### src/rtl/mem_seq_pkg.sv
// rtl/mem_seq_pkg.sv - shared types and helpers for the byte-serial memory sequencer
package mem_seq_pkg;

    localparam int ADDR_W_DEF = 11;

    typedef enum logic [1:0] {
        SZ_BYTE = 2'b00,
        SZ_HALF = 2'b01,
        SZ_WORD = 2'b10,
        SZ_ILL  = 2'b11
    } size_e;

    typedef enum logic [1:0] {
        IDLE = 2'b00,
        XFER = 2'b01,
        RESP = 2'b10
    } state_e;

    typedef enum logic {
        GNT_IF = 1'b0,
        GNT_D  = 1'b1
    } grant_e;

    // Number of single-byte RAM cycles an access needs; 0 for the illegal size.
    function automatic logic [2:0] size_nbytes(input size_e sz);
        case (sz)
            SZ_BYTE: size_nbytes = 3'd1;
            SZ_HALF: size_nbytes = 3'd2;
            SZ_WORD: size_nbytes = 3'd4;
            default: size_nbytes = 3'd0;
        endcase
    endfunction

    // Requests that are answered with an error instead of touching RAM.
    function automatic logic is_bad_req(input size_e sz, input logic [1:0] a_lo);
        case (sz)
            SZ_BYTE: is_bad_req = 1'b0;
            SZ_HALF: is_bad_req = a_lo[0];
            SZ_WORD: is_bad_req = (a_lo != 2'b00);
            default: is_bad_req = 1'b1;
        endcase
    endfunction

    // Capture register holds the accessed bytes right-justified, MSB first.
    function automatic logic [31:0] load_extend(input logic [31:0] raw, input size_e sz,
                                                input logic uns);
        case (sz)
            SZ_BYTE: load_extend = uns ? {24'h0, raw[7:0]} : {{24{raw[7]}}, raw[7:0]};
            SZ_HALF: load_extend = uns ? {16'h0, raw[15:0]} : {{16{raw[15]}}, raw[15:0]};
            default: load_extend = raw;
        endcase
    endfunction

endpackage

### src/rtl/mem_rr_arb.sv
// rtl/mem_rr_arb.sv - two-way round-robin arbiter between fetch and data requesters
module mem_rr_arb
    import mem_seq_pkg::*;
(
    input  logic   clk,
    input  logic   rst,
    input  logic   en_i,
    input  logic   if_valid_i,
    input  logic   d_valid_i,
    output grant_e gnt_o,
    output logic   if_ready_o,
    output logic   d_ready_o
);

    grant_e last_grant_q, last_grant_d;

    // Pick a winner: a lone requester wins, a tie goes to whoever was not served last.
    always_comb begin
        gnt_o        = GNT_IF;
        last_grant_d = last_grant_q;
        if (if_valid_i && d_valid_i) begin
            gnt_o = (last_grant_q == GNT_D) ? GNT_IF : GNT_D;
        end else if (d_valid_i) begin
            gnt_o = GNT_D;
        end
        if_ready_o = en_i && if_valid_i && (gnt_o == GNT_IF);
        d_ready_o  = en_i && d_valid_i && (gnt_o == GNT_D);
        if (if_ready_o || d_ready_o) begin
            last_grant_d = gnt_o;
        end
    end

    // Remember the last served port; after reset fetch wins the first tie.
    always_ff @(posedge clk or posedge rst) begin
        if (rst) begin
            last_grant_q <= GNT_D;
        end else begin
            last_grant_q <= last_grant_d;
        end
    end

endmodule

### src/rtl/mem_seq_ctrl.sv
// rtl/mem_seq_ctrl.sv - byte-serial RAM sequencer for fetch and load/store ports; optional counters via MEM_SEQ_STATS_EN
module mem_seq_ctrl
    import mem_seq_pkg::*;
#(
    parameter int ADDR_W = ADDR_W_DEF,
    parameter int DATA_W = 32
) (
    input  logic              clk,
    input  logic              rst,
    input  logic              if_req_valid,
    output logic              if_req_ready,
    input  logic [ADDR_W-1:0] if_addr,
    output logic              if_rsp_valid,
    output logic [DATA_W-1:0] if_rdata,
    input  logic              d_req_valid,
    output logic              d_req_ready,
    input  logic [ADDR_W-1:0] d_addr,
    input  logic              d_we,
    input  logic [1:0]        d_size,
    input  logic              d_unsigned,
    input  logic [DATA_W-1:0] d_wdata,
    output logic              d_rsp_valid,
    output logic [DATA_W-1:0] d_rdata,
    output logic              d_err,
    output logic [ADDR_W-1:0] ram_addr,
    output logic              ram_we,
    output logic [7:0]        ram_wdata,
    input  logic [7:0]        ram_rdata
`ifdef MEM_SEQ_STATS_EN
    ,
    output logic [15:0]       stat_if_grants,
    output logic [15:0]       stat_d_grants,
    output logic [15:0]       stat_errs
`endif
);

    localparam logic [ADDR_W-1:0] WORD_MASK = {{(ADDR_W-2){1'b1}}, 2'b00};

    state_e            state_q, state_d;
    grant_e            gnt_q, gnt_d;
    grant_e            arb_gnt;
    logic [ADDR_W-1:0] base_q, base_d;
    logic [2:0]        n_q, n_d;
    logic [1:0]        cnt_q, cnt_d;
    logic              we_q, we_d;
    size_e             size_q, size_d;
    logic              uns_q, uns_d;
    logic              err_q, err_d;
    logic [DATA_W-1:0] wdata_q, wdata_d;
    logic [DATA_W-1:0] cap_q, cap_d;
    logic              arb_en;
    logic              d_bad;
    size_e             d_size_e;

    // Requests are only taken in IDLE, and never while reset is asserted.
    assign arb_en   = (state_q == IDLE) && !rst;
    assign d_size_e = size_e'(d_size);
    assign d_bad    = is_bad_req(d_size_e, d_addr[1:0]);

    mem_rr_arb u_arb (
        .clk        (clk),
        .rst        (rst),
        .en_i       (arb_en),
        .if_valid_i (if_req_valid),
        .d_valid_i  (d_req_valid),
        .gnt_o      (arb_gnt),
        .if_ready_o (if_req_ready),
        .d_ready_o  (d_req_ready)
    );

    // Sequencer next-state and outputs: latch a request, walk its bytes, then respond.
    always_comb begin
        state_d     = state_q;
        gnt_d       = gnt_q;
        base_d      = base_q;
        n_d         = n_q;
        cnt_d       = cnt_q;
        we_d        = we_q;
        size_d      = size_q;
        uns_d       = uns_q;
        err_d       = err_q;
        wdata_d     = wdata_q;
        cap_d       = cap_q;
        ram_addr    = '0;
        ram_we      = 1'b0;
        ram_wdata   = 8'h00;
        if_rsp_valid = 1'b0;
        if_rdata    = '0;
        d_rsp_valid = 1'b0;
        d_rdata     = '0;
        d_err       = 1'b0;

        case (state_q)
            IDLE: begin
                cnt_d = 2'd0;
                cap_d = '0;
                if (if_req_ready) begin
                    gnt_d   = GNT_IF;
                    base_d  = if_addr & WORD_MASK;
                    n_d     = 3'd4;
                    we_d    = 1'b0;
                    size_d  = SZ_WORD;
                    uns_d   = 1'b1;
                    err_d   = 1'b0;
                    wdata_d = '0;
                    state_d = XFER;
                end else if (d_req_ready) begin
                    gnt_d  = arb_gnt;
                    base_d = d_addr;
                    n_d    = size_nbytes(d_size_e);
                    we_d   = d_we && !d_bad;
                    size_d = d_size_e;
                    uns_d  = d_unsigned;
                    err_d  = d_bad;
                    // Left-justify store data so the byte to send is always the top byte.
                    case (d_size_e)
                        SZ_BYTE: wdata_d = {d_wdata[7:0], 24'h0};
                        SZ_HALF: wdata_d = {d_wdata[15:0], 16'h0};
                        default: wdata_d = d_wdata;
                    endcase
                    state_d = d_bad ? RESP : XFER;
                end
            end
            XFER: begin
                ram_addr  = base_q + ADDR_W'(cnt_q);
                ram_we    = we_q;
                ram_wdata = wdata_q[DATA_W-1:DATA_W-8];
                wdata_d   = wdata_q << 8;
                cap_d     = {cap_q[DATA_W-9:0], ram_rdata};
                cnt_d     = cnt_q + 2'd1;
                if ({1'b0, cnt_q} == (n_q - 3'd1)) begin
                    state_d = RESP;
                end
            end
            RESP: begin
                if (gnt_q == GNT_IF) begin
                    if_rsp_valid = 1'b1;
                    if_rdata     = cap_q;
                end else begin
                    d_rsp_valid = 1'b1;
                    d_err       = err_q;
                    d_rdata     = (err_q || we_q) ? '0 : load_extend(cap_q, size_q, uns_q);
                end
                state_d = IDLE;
            end
            default: state_d = IDLE;
        endcase
    end

    // State and request registers; reset abandons any in-flight access.
    always_ff @(posedge clk or posedge rst) begin
        if (rst) begin
            state_q <= IDLE;
            gnt_q   <= GNT_IF;
            base_q  <= '0;
            n_q     <= 3'd0;
            cnt_q   <= 2'd0;
            we_q    <= 1'b0;
            size_q  <= SZ_BYTE;
            uns_q   <= 1'b0;
            err_q   <= 1'b0;
            wdata_q <= '0;
            cap_q   <= '0;
        end else begin
            state_q <= state_d;
            gnt_q   <= gnt_d;
            base_q  <= base_d;
            n_q     <= n_d;
            cnt_q   <= cnt_d;
            we_q    <= we_d;
            size_q  <= size_d;
            uns_q   <= uns_d;
            err_q   <= err_d;
            wdata_q <= wdata_d;
            cap_q   <= cap_d;
        end
    end

`ifdef MEM_SEQ_STATS_EN
    logic [15:0] stat_if_q, stat_d_q, stat_err_q;
    logic        err_rsp;

    assign err_rsp        = (state_q == RESP) && (gnt_q == GNT_D) && err_q;
    assign stat_if_grants = stat_if_q;
    assign stat_d_grants  = stat_d_q;
    assign stat_errs      = stat_err_q;

    // Saturating event counters for grants and error responses.
    always_ff @(posedge clk or posedge rst) begin
        if (rst) begin
            stat_if_q  <= 16'h0;
            stat_d_q   <= 16'h0;
            stat_err_q <= 16'h0;
        end else begin
            if (if_req_ready && (stat_if_q != 16'hFFFF)) begin
                stat_if_q <= stat_if_q + 16'd1;
            end
            if (d_req_ready && (stat_d_q != 16'hFFFF)) begin
                stat_d_q <= stat_d_q + 16'd1;
            end
            if (err_rsp && (stat_err_q != 16'hFFFF)) begin
                stat_err_q <= stat_err_q + 16'd1;
            end
        end
    end
`endif

endmodule

### config.mk
export PLATFORM = sky130hd
export DESIGN_NAME = mem_seq_ctrl
export DESIGN_NICKNAME = d
export VERILOG_FILES = /design/src/rtl/mem_seq_pkg.sv /design/src/rtl/mem_rr_arb.sv /design/src/rtl/mem_seq_ctrl.sv
export SDC_FILE = /design/constraint.sdc
export NUM_CORES = 1
export LEC_CHECK = 0
export CAP_MARGIN = 25
export CORE_ASPECT_RATIO = 1.4
export CORE_MARGIN = 3
export CORE_UTILIZATION = 40
export DETAILED_ROUTE_END_ITERATION = 12
export GPL_TIMING_DRIVEN = 0
export PLACE_DENSITY = 0.71
export SYNTH_ARGS = -nofsm -noshare
export SYNTH_HDL_FRONTEND = slang
export SYNTH_SLANG_ARGS = --single-unit
### constraint.sdc
create_clock -name clk -period 2.9 [get_ports clk]
set_input_delay 0.29 -clock clk [delete_from_list [all_inputs] [get_ports clk]]
set_output_delay 0.29 -clock clk [all_outputs]
set_load 0.02 [all_outputs]
==> flow_metrics.env <==
export IMPL_ant_nets=0
export IMPL_slew_headroom_pct=51.9
export IMPL_cpMostUsedCell="clkbuf_1"
export IMPL_cts_buffer_depth=2
export IMPL_ir_drop_uv=403
export IMPL_fin_total_pwr_mw=6.10
export IMPL_antenna_found_initial=0
export IMPL_overflow=0
export IMPL_clkPwrFrac_pct=19.8
export IMPL_io_pins=159
export IMPL_wl_met3_um=909
export IMPL_p_leak_nw=3.00
export IMPL_grt_max_degree=35
export IMPL_grt_first_pass_wirelength_mm=24.0
export IMPL_path_max_fanout=9
export IMPL_htreeDepth=3
export IMPL_synth_mux_area_share_pct=3.86
export IMPL_synth_compound_area_share_pct=22.0
export IMPL_worstHoldStart="if_req_valid"
export IMPL_finalCriticalPeriod_ps=2850
export IMPL_syn_nets=638
export IMPL_crit_start="size_q[1]$_DFFE_PP0P_"
export IMPL_worstSetupStartpointType="register"
export IMPL_status="finished, final reports clean"
export IMPL_synth_area_um2=4960
export IMPL_yosysSeqAreaShare_pct=45.0
export IMPL_track_usage_pct=22.3
export IMPL_cts_inserted_buffers=9
export IMPL_drt_total_wl_mm=15.2
export IMPL_power_density_nw_per_um2=861
export IMPL_fin_cells=885
export IMPL_end_kind="output pin"
export IMPL_grt_pass1_vias=4806
export IMPL_synth_adder_area_share_pct=1.16
export IMPL_drt_met1_wl_mm=5.64
export IMPL_drc=0
export IMPL_cp_cell_sequence="clkbuf_1 > or4b_1 > clkbuf_1 > a21oi_1 > clkdlybuf4s50_1"
export IMPL_max_slew_worst_pin_slew_ps=721
export IMPL_setup_viol=0
export IMPL_final_max_slew_viol_count=0
export IMPL_cts_clk_slew_worst_paths_ps=60
export IMPL_wl_met2_mm=8.36
export IMPL_gp_congestion=0.859
export IMPL_yosys_area_share_simple_pct=19.4
export IMPL_required_ps=2610
export IMPL_path_buf_inv=3
export IMPL_wl_per_cell_um=17.1
export IMPL_critPathArrivalTime_ps=2560
export IMPL_die_height_um=138
export IMPL_combPwrFrac_pct=45.3
export IMPL_row_count=47
export IMPL_hold_class="in2reg"
export IMPL_highest_signal_layer="met4"
export IMPL_diodes=0
export IMPL_ys_async_sr_fraction_pct=100
export IMPL_fmax_mhz=351
export IMPL_fin_crit_sh_pct=98.1
export IMPL_hold_viol_final=0
export IMPL_slowest_stage="clkdlybuf4s50_1"
export IMPL_vias=4719
export IMPL_yosys_warnings=0
export IMPL_clock_sinks=89
export IMPL_syn_inst=564
export IMPL_area_growth_pct=42.8
export IMPL_insertion_delay_ps=340
export IMPL_cts_tree="done"
export IMPL_placed_cells=868
export IMPL_viasPerCell=5.33
export IMPL_hold_slack_ps=247
export IMPL_swShare_pct=41.0
export IMPL_die_w_um=100
export IMPL_critPathTopFamily="buffers and inverters"
export IMPL_p_sw_mw=2.50
export IMPL_synth_top_family_by_area="compound AO/OA/AOI/OAI gates"
export IMPL_syn_avg_cell_area_um2=8.79
export IMPL_die_area_um2=13800
export IMPL_drtIter0Drc=249
export IMPL_maxCapViolations=0
export IMPL_core_um2=12000
export IMPL_clockRootBuffer="clkbuf_16"
export IMPL_rr_startpoint="state_q[0]$_DFFE_PP0P_"
export IMPL_dr_pass1_iters=5
export IMPL_slowest_delay_ps=650
export IMPL_synth_edf_count=0
export IMPL_rsz0062_at_grt="yes"
export IMPL_hpwlAfterDp_mm=11.7
export IMPL_synth_xor_area_share_pct=2.12
export IMPL_crit_type="reg2out"
export IMPL_synth_seq_cells=89
export IMPL_p_int_mw=3.60
export IMPL_layout_drive_gt1_share_pct=7.72
export IMPL_start_util_pct=41.3
export IMPL_portBuffers=155
export IMPL_ys_types=46
export IMPL_share_seq_of_total_power_pct=35.0
export IMPL_final_nets=807
export IMPL_yosys_most_used_dff="dfrtp_1"
export IMPL_finClkSkew_ps=4.38
[worst paths after layout]
path                                                   to  slack [ps]  cells past startpoint
min reg2reg                       wdata_q[18]$_DFFE_PP0P_         490                      1
min in group asynchronous          wdata_q[4]$_DFFE_PP0P_         550                      2
min                        u_arb.last_grant_q$_DFFE_PP1P_         250                      2
max in group asynchronous  u_arb.last_grant_q$_DFFE_PP1P_        1720                      3
max reg2reg                       wdata_q[25]$_DFFE_PP0P_        1140                      4
max                                           d_rdata[13]          50                      5
[placed cells by master, fill, tap and decap left out, drive strengths merged, types with 4 or more instances in the layout]
master,n
clkdlybuf4s50,151
nand2,91
dfrtp,88
and2,52
o21ai,42
clkbuf,38
a21oi,37
nor2,34
inv,32
buf,22
mux2i,18
a22oi,16
a22o,13
a31oi,11
o31ai,10
o22ai,8
o21a,8
o221ai,8
o311ai,8
xnor2,6
xor2,6
nor3,5
dlymetal6s2s,4
nand3,4
[synth_stat cells, types with 4 or more instances]
library cell	instances	area, µm²
buf_2	17	85.1
a22oi_1	16	120
a21oi_1	37	185
o221ai_1	8	70.1
dfrtp_1	88	2200
xnor2_1	6	52.6
inv_2	4	15.0
o21a_1	8	60.1
nor2_1	34	128
a31oi_1	10	62.6
mux2i_1	18	180
a22o_1	13	114
o22ai_1	8	50.1
o311ai_0	4	35.0
o311ai_1	4	35.0
nand2_1	91	342
xor2_1	6	52.6
inv_1	29	109
o21ai_0	39	195
and2_1	52	325
o31ai_1	10	75.1
clkbuf_1	22	82.6
[per-stage QoR]
stage                     util (%)  TNS (ps)  instance area [µm²]  setup WS (ps)
final                         59.0         0                 7080           54.0
after global placement        55.8    -29750                 6700          -1320
after global routing          59.0     -19.2                 7080          -19.2
after CTS                     58.8         0                 7060           11.8
after detailed placement      56.2         0                 6740            124
after floorplan                  -         0                 4960            252
[layer usage]
metal / global-route usage, % / up-vias
li1: - / 2288
met1: 24.7 / 2240
met2: 42.5 / 169
met3: 3.19 / 22
met4: 8.46 / 0
met5: 0 / -
[what timing repair did]
item                                   4_1_cts  5_1_grt
endpoints found under the hold margin        0        0
resized for setup                            1        9
setup endpoints to repair                   33       44
setup buffers                                1        0
pin swaps                                    1        0
hold buffers                                 0        0
[cell families after synthesis]
| kind of cell | after synthesis |
|---|---|
| AND/OR/NAND/NOR | 198 |
| AO/OA/AOI/OAI | 166 |
| flip-flops | 89 |
| buffers and inverters | 76 |
| multiplexers | 19 |
| XOR/XNOR | 12 |
| adder cells (fa/ha/maj) | 4 |
[worst register-to-register path: cells and delay by family (launching register included)]
family,cells,cell delay (ps)
flops,1,480
buf+inv,1,230
compound gates,3,960
[state kept, by name, indices dropped and copies added, names as in the netlist, 2 cells and up]
signal	count
wdata_q	32
cnt_q	2
base_q	11
state_q	2
cap_q	32
n_q	3
size_q	2
[cell type report]
class | instances | area (µm²)
Buffer | 43 | 206
Clock buffer | 14 | 274
Clock inverter | 2 | 35.0
Fill cell | 1090 | 4920
Inverter | 33 | 128
Multi-Input combinational cell | 399 | 2410
Sequential cell | 89 | 2230
Tap cell | 147 | 184
Timing Repair Buffer | 158 | 1610
[power by group through the flow]
stage	Sequential (mW)	Clock [mW]	Combinational, mW
2_1_floorplan	2.01	0	1.83
5_1_grt	2.19	1.26	3.05
4_1_cts	2.12	1.22	2.77
3_5_place_dp	2.14	0	2.75
6_report	2.13	1.20	2.76
3_3_place_gp	2.12	0	2.67
No activity file was read; power rests on OpenSTA's default activity.
